`config.mk`:
```
export PLATFORM = sky130hd
export DESIGN_NAME = alu_addsub_pipe
export DESIGN_NICKNAME = d
export VERILOG_FILES = /design/src/rtl/alu_addsub_pipe.sv
export SDC_FILE = /design/constraint.sdc
export NUM_CORES = 1
export LEC_CHECK = 0
export ABC_AREA = 1
export CAP_MARGIN = 20
export CORE_ASPECT_RATIO = 1.5
export CORE_MARGIN = 2
export CORE_UTILIZATION = 41
export DETAILED_ROUTE_END_ITERATION = 7
export PLACE_DENSITY = 0.82
export SYNTH_ARGS = -nofsm -noshare
export SYNTH_HDL_FRONTEND = slang
export SYNTH_SLANG_ARGS = --single-unit
```
`constraint.sdc`:
```
create_clock -name clk -period 1.1 [get_ports clk]
set_input_delay 0.11 -clock clk [delete_from_list [all_inputs] [get_ports clk]]
set_output_delay 0.11 -clock clk [all_outputs]
set_load 0.02 [all_outputs]
```
`src/rtl/alu_addsub_pipe.sv`:
```
// Two-stage add/subtract pipeline: S1 registers the effective adder operands, S2 registers
// the result and {N,Z,C,V} flags. Define ALU_ADDSUB_SAT_EN to add signed saturation (in_sat/out_sat).
module alu_addsub_pipe (
    input  logic        clk,
    input  logic        rst_n,
    input  logic        in_valid,
    output logic        in_ready,
    input  logic [1:0]  in_op,
    input  logic [31:0] in_a,
    input  logic [31:0] in_b,
    input  logic        in_carry,
`ifdef ALU_ADDSUB_SAT_EN
    input  logic        in_sat,
    output logic        out_sat,
`endif
    output logic [31:0] add_a,
    output logic [31:0] add_b,
    output logic        add_cin,
    input  logic [31:0] add_s,
    input  logic        add_cout,
    output logic        out_valid,
    input  logic        out_ready,
    output logic [31:0] out_result,
    output logic [3:0]  out_flags
);

    localparam int unsigned DW = 32;
    localparam int unsigned FW = 4;

    logic          s1_valid_q, s1_valid_d;
    logic [DW-1:0] s1_a_q, s1_a_d;
    logic [DW-1:0] s1_b_q, s1_b_d;
    logic          s1_cin_q, s1_cin_d;
    logic          s2_valid_q, s2_valid_d;
    logic [DW-1:0] s2_result_q, s2_result_d;
    logic [FW-1:0] s2_flags_q, s2_flags_d;
`ifdef ALU_ADDSUB_SAT_EN
    logic          s1_sat_q, s1_sat_d;
    logic          s2_sat_q, s2_sat_d;
`endif

    logic          s2_free;
    logic          s1_load;
    logic          s1_move;
    logic          ovf;
    logic [DW-1:0] result;

    assign s2_free  = !s2_valid_q || out_ready;
    assign in_ready = !s1_valid_q || s2_free;
    assign s1_load  = in_valid && in_ready;
    assign s1_move  = s1_valid_q && s2_free;

    // Signed overflow: operands agree in sign but the sum does not.
    assign ovf = (s1_a_q[DW-1] == s1_b_q[DW-1]) && (add_s[DW-1] != s1_a_q[DW-1]);

    // Result selection (clamped on saturating overflow when enabled).
    always_comb begin
        result = add_s;
`ifdef ALU_ADDSUB_SAT_EN
        if (s1_sat_q && ovf) begin
            result = s1_a_q[DW-1] ? 32'h8000_0000 : 32'h7FFF_FFFF;
        end
`endif
    end

    // Next-state for both stages; S1 refill takes priority over S1 drain.
    always_comb begin
        s1_valid_d  = s1_valid_q;
        s1_a_d      = s1_a_q;
        s1_b_d      = s1_b_q;
        s1_cin_d    = s1_cin_q;
        s2_valid_d  = s2_valid_q;
        s2_result_d = s2_result_q;
        s2_flags_d  = s2_flags_q;
`ifdef ALU_ADDSUB_SAT_EN
        s1_sat_d    = s1_sat_q;
        s2_sat_d    = s2_sat_q;
`endif

        if (s1_load) begin
            s1_valid_d = 1'b1;
            s1_a_d     = in_a;
            // in_op[0] selects subtract, in_op[1] selects external carry-in.
            s1_b_d     = in_op[0] ? ~in_b : in_b;
            s1_cin_d   = in_op[1] ? in_carry : in_op[0];
`ifdef ALU_ADDSUB_SAT_EN
            s1_sat_d   = in_sat;
`endif
        end else if (s1_move) begin
            s1_valid_d = 1'b0;
        end

        if (s1_move) begin
            s2_valid_d  = 1'b1;
            s2_result_d = result;
            s2_flags_d  = {result[DW-1], (result == '0), add_cout, ovf};
`ifdef ALU_ADDSUB_SAT_EN
            s2_sat_d    = s1_sat_q && ovf;
`endif
        end else if (out_ready) begin
            s2_valid_d = 1'b0;
        end
    end

    always_ff @(posedge clk or negedge rst_n) begin
        if (!rst_n) begin
            s1_valid_q  <= 1'b0;
            s1_a_q      <= '0;
            s1_b_q      <= '0;
            s1_cin_q    <= 1'b0;
            s2_valid_q  <= 1'b0;
            s2_result_q <= '0;
            s2_flags_q  <= '0;
`ifdef ALU_ADDSUB_SAT_EN
            s1_sat_q    <= 1'b0;
            s2_sat_q    <= 1'b0;
`endif
        end else begin
            s1_valid_q  <= s1_valid_d;
            s1_a_q      <= s1_a_d;
            s1_b_q      <= s1_b_d;
            s1_cin_q    <= s1_cin_d;
            s2_valid_q  <= s2_valid_d;
            s2_result_q <= s2_result_d;
            s2_flags_q  <= s2_flags_d;
`ifdef ALU_ADDSUB_SAT_EN
            s1_sat_q    <= s1_sat_d;
            s2_sat_q    <= s2_sat_d;
`endif
        end
    end

    assign add_a      = s1_a_q;
    assign add_b      = s1_b_q;
    assign add_cin    = s1_cin_q;
    assign out_valid  = s2_valid_q;
    assign out_result = s2_result_q;
    assign out_flags  = s2_flags_q;
`ifdef ALU_ADDSUB_SAT_EN
    assign out_sat    = s2_sat_q;
`endif

endmodule

```
==> summary.md <==
The proportion of register bits with asynchronous set or reset after synthesis is 1.00. CTS placed an instance of clkbuf_16 at the clock tree root. Synthesis instantiated 18 different standard cells from the library. The synthesis-stage register bit count was 102; the slew at the pin closest to its max-slew limit was 0.384 ns. The critical path starts at out_valid. The count of nets left with antenna violations once routing finished came out at 0. The fraction of final layout cells sized beyond drive strength 1 is 0.380, and the count of final hold-check violations is 0. The run gives 4085 as the total number of vias. The area overhead of the layout relative to synthesis is 70.0%. The run gives 0.00526 ns as the clock skew after layout. The final worst setup slack was -0.117 ns. The most frequently used flop master after synthesis is dfrtp_1.

Average via count per standard cell: 4.96. For the initial core utilization, the log shows 0.421. The element type at the critical path end is a flop.

The final reports fail on setup timing. For the data required time at the worst endpoint, the log shows 1.32 ns. The areal power density over the cells came out at 1770 mW/mm2. For the final weighted congestion in routability-driven placement, the log shows 0.761. Clock latency on the worst-skew pair, taken at its later pin, is 0.34 ns. The run gives 160 as the violation count after the first detailed-route iteration.

The net count after synthesis came out at 569. Data on the critical path arrives at its endpoint at 1.44 ns. The run gives 0.0113 mm2 as the area of the die. The summed instance area of the synthesized netlist was 0.00427 mm2. For the global-route usage over all layers, the log shows 0.231. Layout filler cell count: 699. Across the VDD grid, the largest voltage drop is 0.000931 V. The net switching share of the total power came out at 0.346. The number of antenna violations at the first check in global routing is 0, and the clock sink count is 102.

Fraction of power consumed by combinational cells: 0.340. The HPWL after detailed placement is 8950 um, and the number of instances in the placed design is 790. After detailed routing, the number of remaining DRC violations is 0. For the layout net count, the log shows 806. TritonCTS built the clock tree. The run gives -4.14 ns as the setup TNS.

Relative slew slack: 0.742. For this design the static power due to leakage is 3.64 nW. After layout, the minimum clock period comes to 1.22 ns.

Measured along the y axis, the die boundary spans 129 um. The wire length per cell is 16.8 um, and the die outline width is 87.3 um. dfrtp_1 takes more of the synthesized area than any other cell. The post-CTS clock slew at the launch and capture registers of the worst setup and hold paths is 0.07 ns, and the number of max-cap violations is 0. Cell internal power was estimated by the tool at 8.38 mW.

Across the whole layout, storage elements account for 0.00255 mm2. The Yosys step of the flow raised 0 warnings. Based on the critical path, the design can be clocked at up to 822 MHz. The final instance count without filler cells was 824.

The synthesized design contains 0 enable-type register cells. The first detailed-routing pass ran for 4 iterations. The maximum net fanout on the critical path is 5.

The largest net degree at the start of global routing was 33; the number of setup violations in the final report was 69. The floorplan has 45 rows. nand2_1 is the most common cell in the netlist. Setup repair after global routing could not meet its margin everywhere.

Counting the buffers created by CTS gives 9. Worst hold-check path type: primary input to async pin. The number of global-route vias before repair is 4217.

By count the netlist is led by nand2_1, dfrtp_1, o21ai_0. The first global-routing pass estimated 20200 um of wire. For this run the aggregate overflow at the end of global routing stands at 0.

Pin placement for this block handled 207 I/O pins. The critical path is of the flop to flop type. The launching element type of the critical path was a flop. In this run the critical register-to-register path is launched from out_valid. The share of Yosys cell area claimed by the top area cell type came out at 0.598. After detailed routing, the total wire length is 13900 um. The core region is 0.0101 mm2. Summing all multi-input logic gate instances after layout gives 0.00190 mm2. The average cell area after synthesis works out to 9.19 um2.

The power share of the clock group is 0.269. The number of buffers between clock root and the deepest sink was 2; the reported net switching power was 4.44 mW. 0 antenna diodes ended up in the layout. The part of the cycle the worst path needs was 1.11. Buffers placed on the I/O ports in this run total 206. For the portion of total power attributed to sequential cells, the log shows 0.391. Synthesis produced a netlist whose cell count is 465. The run finished, with violations left.

CTS built an H-tree with a depth of 3. The total count of max-transition violations in the final report was 0; the sequential-to-total area share from yosys stat was 0.598. Prior to clock tree synthesis, the placed netlist has a worst setup slack of -0.465 ns.

Sorting the synthesized cells by area gives the leading types as dfrtp_1, nand2_1, xnor2_1.
-- registers in the layout (all words and copies together), names as in the netlist --
name	count
add_a	32
add_b	32
add_cin	1
out_flags	3
out_result	32
out_valid	1
s1_valid_q	1
-- placed cells by master, fill, tap and decap left out, types with 16 or more instances in the layout --
master           synthesis  routed
dfrtp_1                102     101
o21ai_2                  0      22
nand2_4                  1      28
buf_4                   10      16
nor2_1                  21      19
clkdlybuf4s50_1          0     101
xnor2_1                 32      32
nand2_1                217     144
buf_2                    4     101
nand2_2                  1      46
-- final cells by class --
type                       instances  area share
clock buffer                      10      0.0329
clock inverter                     6      0.0117
inverter                          15     0.00982
multi-input combinational        324       0.261
sequential                       102       0.352
tap                              117      0.0202
timing repair buffer             249       0.311
timing repair inverter             1     0.00155
-- cells by family (layout without fill, tap and decap cells) --
kind of cell    Yosys count  in the layout  share of synthesized area
buf+inv                  39            281                     0.0606
xor+xnor                 32             32                     0.0656
simple gates            247            247                      0.223
flops                   102            102                      0.598
compound gates           45             45                     0.0536
-- metrics by stage --
step	hold WS [ns]	instance area, um2	util	total power [mW]
after global placement	0.0157	6610	0.652	9.17
after floorplan	-0.186	4280	-	6.86
final	0.201	7260	0.716	12.8
after detailed placement	0.0178	6610	0.652	9.29
after global routing	0.235	7260	0.716	13.4
after CTS	0.202	6910	0.681	12.5
-- worst max-delay path, cell delays in order (launching register included) --
cell and delay (ns):
dfrtp_2 0.43, nand3_4 0.11, nand2_8 0.09, clkbuf_16 0.19, buf_16 0.14, nand2_2 0.05, nand2_1 0.08
-- power by group through the flow --
stage	Sequential, mW	Clock [mW]	Combinational (mW)
finish	5.01	3.44	4.36
global placement	4.94	0	4.24
global route	5.08	3.65	4.68
floorplan	5.83	0	1.03
CTS	4.92	3.49	4.08
detailed placement	4.96	0	4.33
-- worst paths after layout --
kind	slack, ns	cells past startpoint	endpoint
setup / recovery	-0.12	6	add_a[27]
hold / removal	0.20	2	add_b[22]
setup reg to reg	-0.12	6	add_a[27]
hold reg to reg	0.48	2	out_result[16]
max in group asynchronous	0.43	3	add_b[10]
min in group clk	0.29	4	add_b[14]
-- metal layers --
metal  wire (um)  GRT usage
met5           0          0
met4         380     0.0733
met3        1050     0.0739
met2        7550      0.419
met1        4890      0.251
-- timing repair --
action                                  in CTS  in global routing
hold endpoints to repair                   102                  0
endpoints found under the setup margin     202                126
hold buffers                                 1                  0
pin swaps                                    6                 32
cloned                                       6                  6
resized for setup                          477                125
buffers inserted                             3                  2
(Power assumes the default switching activity.)
